<file path="config.mk">
export PLATFORM = sky130hd
export DESIGN_NAME = writeback_stage
export DESIGN_NICKNAME = d
export VERILOG_FILES = /design/src/rtl/writeback_stage.sv
export SDC_FILE = /design/constraint.sdc
export NUM_CORES = 1
export LEC_CHECK = 0
export ABC_AREA = 0
export ABC_CLOCK_PERIOD_IN_PS = 4200
export CAP_MARGIN = 10
export CORE_MARGIN = 2
export CORE_UTILIZATION = 42
export DETAILED_ROUTE_END_ITERATION = 7
export PLACE_DENSITY = 0.95
export SKIP_LAST_GASP = 1
export SLEW_MARGIN = 20
export SYNTH_ARGS = -nofsm -noshare
export SYNTH_HDL_FRONTEND = slang
export SYNTH_SLANG_ARGS = --single-unit
</file>
<file path="constraint.sdc">
create_clock -name i_clock -period 4.2 [get_ports i_clock]
set_input_delay 0.42 -clock i_clock [delete_from_list [all_inputs] [get_ports i_clock]]
set_output_delay 0.42 -clock i_clock [all_outputs]
set_load 0.05 [all_outputs]
</file>
<file path="src/rtl/writeback_stage.sv">
// MIPS write-back stage: latches MEM/WB, extracts sub-word loads, drives the register-file write port.
// Optional retired-instruction counter enabled by defining WB_RETIRE_COUNT_EN.
module writeback_stage #(
    parameter int unsigned CANT_REGISTROS      = 32,
    parameter int unsigned CANT_BITS_REGISTROS = 32,
    parameter int unsigned CANT_BITS_ADDR      = 11,
    parameter int unsigned CANT_BITS_COUNTER   = 32
) (
    input  logic                                  i_clock,
    input  logic                                  i_soft_reset,
    input  logic                                  i_enable_pipeline,
    input  logic                                  i_enable_etapa,
    input  logic                                  i_RegWrite,
    input  logic                                  i_MemtoReg,
    input  logic                                  i_link,
    input  logic [1:0]                            i_mem_size,
    input  logic                                  i_mem_unsigned,
    input  logic [1:0]                            i_addr_lsb,
    input  logic [CANT_BITS_REGISTROS-1:0]        i_alu_result,
    input  logic [CANT_BITS_REGISTROS-1:0]        i_mem_data,
    input  logic [CANT_BITS_ADDR-1:0]             i_return_addr,
    input  logic [$clog2(CANT_REGISTROS)-1:0]     i_reg_dest,
    input  logic                                  i_halt_detected,
    output logic                                  o_control_write_reg,
    output logic [$clog2(CANT_REGISTROS)-1:0]     o_reg_write,
    output logic [CANT_BITS_REGISTROS-1:0]        o_data_write,
    output logic                                  o_halt_done,
    output logic [CANT_BITS_COUNTER-1:0]          o_retired_count
);
    localparam int unsigned RW = $clog2(CANT_REGISTROS);
    localparam int unsigned DW = CANT_BITS_REGISTROS;
    localparam int unsigned CW = CANT_BITS_COUNTER;
    localparam int unsigned BW = 8;
    localparam int unsigned HW = 16;

    typedef enum logic {
        S_RUN    = 1'b0,
        S_HALTED = 1'b1
    } state_t;

    state_t          state;
    state_t          state_next;
    logic            adv;
    logic [BW-1:0]   byte_sel;
    logic [HW-1:0]   half_sel;
    logic [DW-1:0]   load_data;
    logic [DW-1:0]   wb_data;
    logic            wen_next;
    logic [RW-1:0]   addr_next;
    logic [DW-1:0]   data_next;
    logic            halt_next;

    assign adv = i_enable_pipeline & i_enable_etapa & (state == S_RUN);

    // Little-endian sub-word extraction; half-word ignores the byte-offset LSB.
    always_comb begin
        byte_sel  = BW'(i_mem_data >> {i_addr_lsb, 3'b000});
        half_sel  = i_addr_lsb[1] ? i_mem_data[2*HW-1:HW] : i_mem_data[HW-1:0];
        load_data = i_mem_data;
        if (!i_mem_size[1]) begin
            if (i_mem_size[0]) begin
                load_data = {{(DW-HW){half_sel[HW-1] & ~i_mem_unsigned}}, half_sel};
            end else begin
                load_data = {{(DW-BW){byte_sel[BW-1] & ~i_mem_unsigned}}, byte_sel};
            end
        end
    end

    // Write-back source priority: link, then load, then ALU.
    always_comb begin
        wb_data = i_alu_result;
        if (i_link) begin
            wb_data = DW'(i_return_addr);
        end else if (i_MemtoReg) begin
            wb_data = load_data;
        end
    end

    // Next-state and next-output logic.
    always_comb begin
        state_next = state;
        wen_next   = 1'b0;
        addr_next  = o_reg_write;
        data_next  = o_data_write;
        halt_next  = o_halt_done;
        case (state)
            S_RUN: begin
                if (adv) begin
                    if (i_halt_detected) begin
                        state_next = S_HALTED;
                        halt_next  = 1'b1;
                    end else begin
                        wen_next  = i_RegWrite & (i_reg_dest != '0);
                        addr_next = i_reg_dest;
                        data_next = wb_data;
                    end
                end
            end
            S_HALTED: begin
                halt_next = 1'b1;
            end
        endcase
    end

    always_ff @(posedge i_clock) begin
        if (i_soft_reset) begin
            state               <= S_RUN;
            o_control_write_reg <= 1'b0;
            o_reg_write         <= '0;
            o_data_write        <= '0;
            o_halt_done         <= 1'b0;
        end else begin
            state               <= state_next;
            o_control_write_reg <= wen_next;
            o_reg_write         <= addr_next;
            o_data_write        <= data_next;
            o_halt_done         <= halt_next;
        end
    end

`ifdef WB_RETIRE_COUNT_EN
    // Counts every advancing edge, bubbles and the HALT itself included.
    always_ff @(posedge i_clock) begin
        if (i_soft_reset) begin
            o_retired_count <= '0;
        end else if (adv) begin
            o_retired_count <= o_retired_count + CW'(1);
        end
    end
`else
    assign o_retired_count = '0;
`endif

endmodule
</file>
After elaboration in Yosys (flattened, before gate mapping)
Index checks and enable logic that the tools add are counted.
{"block": "word_totals", "inputBits": 93, "elab_cells": 32, "output_inout_bits": 71, "reg_bits": 40}
{"block": "op_classes", "mux": 11, "n_reduce_logical": 4, "bitwise_logic": 9, "shifts": 1, "eq_ne": 2}
{"cell": "$mux 32", "count": 4}
{"cell": "$shr 32x5->8", "count": 1}
{"cell": "$mux 16", "count": 1}
{"cell": "$and 1x1->1", "count": 5}
{"cell": "$mux 1", "count": 5}
{"cell": "$reduce_bool 5->1", "count": 1}
{"cell": "$ne 2x2->1 const B", "count": 2}
{"cell": "$not 1->1", "count": 4}
{"cell": "$reduce_or 4->1", "count": 1}
{"cell": "$reduce_and 3->1", "count": 1}
{"cell": "$pmux 1 s2", "count": 1}
{"cell": "$reduce_and 2->1", "count": 1}

Logic depth before layout (Yosys ltp)
{"block": "logic_depth", "word_depth": 6, "ltp_mapped": 6, "ltp_nobuf": 4}

Least setup slack after synthesis
OpenSTA, ideal clock, no wires.
{"block": "synth_timing", "path_type": "input port to flip-flop", "from": "in i_addr_lsb[1]", "to": "reg o_data_write[10]", "path_slack_ns": 2.648, "setup_ns": 0.116, "t_arrival_ns": 1.437, "cell_stages": 5, "path_cell_list": "buf_6 > mux2_4 > a2111oi_4 > nand2_1 > a31o_1"}
{"block": "synth_between", "elab_chain_len": 6}
{"element": "start: declaration", "line_no": "18", "source": "input logic [1:0] i_addr_lsb,"}
{"element": "$shr 32x5->8", "line_no": "57", "source": "byte_sel = BW'(i_mem_data >> {i_addr_lsb, 3'b000});"}
{"element": "$and 1x1->1", "line_no": "64", "source": "load_data = {{(DW-BW){byte_sel[BW-1] & ~i_mem_unsigned}}, byte_sel};"}
{"element": "$mux 32 *", "line_no": "61", "source": "if (i_mem_size[0]) begin"}
{"element": "$mux 32 *", "line_no": "60", "source": "if (!i_mem_size[1]) begin"}
{"element": "$mux 32 *", "line_no": "74", "source": "end else if (i_MemtoReg) begin"}
{"element": "$mux 32 *", "line_no": "72", "source": "if (i_link) begin"}
{"element": "end signal: assignment", "line_no": "116", "source": "o_data_write <= data_next;"}
{"element": "end: declaration", "line_no": "26", "source": "output logic [CANT_BITS_REGISTROS-1:0] o_data_write,"}
Every way passes the cells marked *; elsewhere a longest branch is shown, timed or not.
A chain may end at the register's enable or synchronous reset.

Worst setup path after layout
{"block": "layout_timing", "from": "in i_link", "to": "reg o_data_write[7]"}
{"block": "layout_between", "elab_chain_len": 1}
{"element": "start: declaration", "line_no": "15", "source": "input logic i_link,"}
{"element": "$mux 32", "line_no": "72"}
Every way passes these cells.

==> impl_metrics.tcl <==
set metrics [dict create \
    grt_use_total_pct 23.5 \
    worstPathMaxFanout 17 \
    die_area_mm2 0.00772 \
    async_flop_share_pct 0 \
    hold_class "register to register" \
    start_kind "input pin" \
    slew_headroom_pct 26.4 \
    largest_register_ffs 32 \
    ctsHoldBuffers 0 \
    htree_levels 2 \
    dp_hpwl_mm 7.24 \
    cts.sinks 40 \
    grtUsageMet1_pct 28.8 \
    fin_crit_ns 2.45 \
    yosysWarnings 0 \
    syn_inst 383 \
    cp_slowest_cell "nor2_1" \
    leakage_nw 1.66 \
    io_pins 164 \
    path_clk_slew_ns 0.07 \
    placedInstanceArea_mm2 0.00413 \
    seq_area_um2 801 \
    ys_types 46 \
    final_nets 586 \
    fin_hold_ws_ns 0.456 \
    cts_tree "built" \
    num_vias 3230 \
    crit_required_ns 4.41 \
    ys_top_cells_by_area "dfxtp_1 27%, buf_4 8.6%, a221oi_1 6.8%, nand2_1 6.0%, nor3_1 4.1%" \
    path_depth 4 \
    critPathArrivalTime_ns 2.66 \
    fp-row-count 30 \
    largest_register "o_data_write" \
    initial_core_util_pct 43.5 \
    seq_power_share_pct 36.1 \
    io_buffers 131 \
    maxCapViolCount 0 \
    crit_type "input pin to register" \
    fin_setup_tns_ns 0 \
    max_freq_mhz 408 \
    cp_slowest_stage_delay_ns 1.01 \
    grt_setup_unrepaired "no" \
    endpoint_kind "register" \
    total_power_mw 1.12 \
    clock_path_buffers 2 \
    antenna_left 0 \
    power.density_mw_per_mm2 265 \
    syn-mean-instance-area_um2 7.72 \
    p_clk_share_pct 28.0 \
    synth.top_cells.by_count "47 x nand2_1, 40 x dfxtp_1, 34 x buf_4" \
    setup_violations 0 \
    root_buffer "clkbuf_8" \
    die_y_um 87.9 \
    final_cell_area_mm2 0.00424 \
    synth_ff_type "dfxtp_1" \
    grt_max_degree 41 \
    comb_power_share_pct 35.9 \
    reg2reg_depth 4 \
    cts_resized 0 \
    netSwitchingFraction_pct 35.1 \
    grt_pass1_vias 3031 \
    internal_power_mw 0.729 \
    overflow 0 \
    crit_path_cell_trace "clkdlybuf4s50_1 -> nor2_1 -> a221oi_1 -> a211oi_1" \
    drive_gt1_share_pct 7.09 \
    core_area_mm2 0.00679 \
    synth_top_area_cell "dfxtp_1" \
    fillers 589 \
    fin_crit_sh_pct 58.4 \
    min_path_cells 2 \
    initialDrtViolationCount 214 \
    yosys.cell_count.top_type "nand2_1" \
    via_per_inst 5.47 \
    drc 0 \
    use_met2_pct 40.2 \
    cts_setup_buffers 0 \
    wl_per_cell_um 16.1 \
    ys_ff_latch 40 \
    synthesis.area_mm2 0.00296 \
    worstMarginPinSlew_ns 1.10 \
    path_buf_inv 1 \
    synth_edf_count 0 \
    die_w_um 87.9 \
    grt_first_pass_wirelength_mm 14.4 \
    cts_buffers 5 \
    drv_slew 0 \
    use_met3_pct 5.09 \
    top_usage_layer "met2" \
    drt_first_pass_iters 5 \
    ys_seq_area_share_pct 27.1 \
    outcome "finished, final reports clean" \
    area_growth_pct 43.4 \
    synth_top_area_share_pct 27.1 \
    antenna_found_initial 0 \
    ir_worst_vdd_uv 131 \
    diodes 0 \
    worstSkewPairLatency_ns 0.30 \
    multi_input_area_mm2 0.00176 \
    routed_wl_mm 9.49 \
    gp_congestion 0.888 \
    top_regs "o_data_write x32, o_reg_write x5" \
    finalClockSkew_ns 0.0100 \
    power.switching_mw 0.393 \
    cp_top_family "simple AND/OR/NAND/NOR gates" \
    report.final.hold_viol_count 0 \
]
[area by class of cell]
type | count | area share, %
tap | 96 | 2.83
inverter | 27 | 2.39
timing repair buffer | 136 | 31.8
clock buffer | 6 | 1.71
multi-input combinational | 283 | 41.5
clock inverter | 2 | 0.826
sequential | 40 | 18.9
[path summary, 6_finish.rpt]
path	startpoint	end	slack [ns]
min	o_reg_write[3]	o_reg_write[3]	0.46
min reg2reg	o_reg_write[3]	o_reg_write[3]	0.46
max reg2reg	state	o_data_write[4]	2.13
max	i_link	o_data_write[7]	1.75
[layer usage]
| metal | share of wire, % | routed length (µm) |
|---|---|---|
| met1 | 39 | 3740 |
| met2 | 49 | 4660 |
| met3 | 8.0 | 760 |
| met4 | 3.4 | 325 |
| met5 | 0 | 0 |
[layout by cell type, fill, tap and decap left out, types with 2 or more instances in the layout]
| cell type | n |
|---|---|
| o21ai_0 | 22 |
| nor2_1 | 23 |
| a2111oi_4 | 3 |
| conb_1 | 32 |
| nand2b_1 | 2 |
| o221ai_1 | 12 |
| buf_4 | 5 |
| mux2_2 | 5 |
| and3_1 | 4 |
| clkdlybuf4s50_1 | 131 |
| a221oi_1 | 23 |
| nor3b_1 | 4 |
| a31o_1 | 3 |
| or2_2 | 7 |
| o211a_1 | 7 |
| clkbuf_8 | 5 |
| a31oi_1 | 8 |
| inv_1 | 26 |
| nand2_1 | 47 |
| nor2b_1 | 4 |
| mux2i_1 | 3 |
| o31a_1 | 7 |
| mux2_4 | 3 |
| dfxtp_1 | 40 |
| nor3_1 | 24 |
| o21bai_1 | 2 |
| o22ai_1 | 3 |
| a21oi_1 | 22 |
[through the flow]
step	instances	utilization [%]	setup slack, ns
2_1_floorplan	414	-	2.65
3_3_place_gp	582	60.8	1.55
3_5_place_dp	582	60.8	1.47
4_1_cts	590	62.4	1.79
5_1_grt	590	62.4	1.62
6_report	590	62.4	1.75
[kinds of logic (layout without fill, tap and decap cells)]
family	Yosys count	count (layout)	synth area share, %
compound gates	118	118	31.5
buf+inv	91	171	17.3
flops	40	40	27.1
mux	11	11	4.45
other cells	1	32	0.127
simple gates	122	122	19.6
[power groups by stage]
stage | Clock [mW] | Combinational, mW | Sequential (mW)
final | 0.315 | 0.403 | 0.405
after global routing | 0.331 | 0.427 | 0.406
after CTS | 0.316 | 0.401 | 0.405
after detailed placement | 0 | 0.399 | 0.414
after global placement | 0 | 0.393 | 0.413
after floorplan | 0 | 0.216 | 0.468
[worst min-delay path: cells and delay by family (launching register included)]
family / cells / cell delay, ns
flip-flops: 1 / 0.31
AND/OR/NAND/NOR: 1 / 0.05
AO/OA/AOI/OAI: 1 / 0.05
Note: power is estimated with default switching activity, not from simulation.
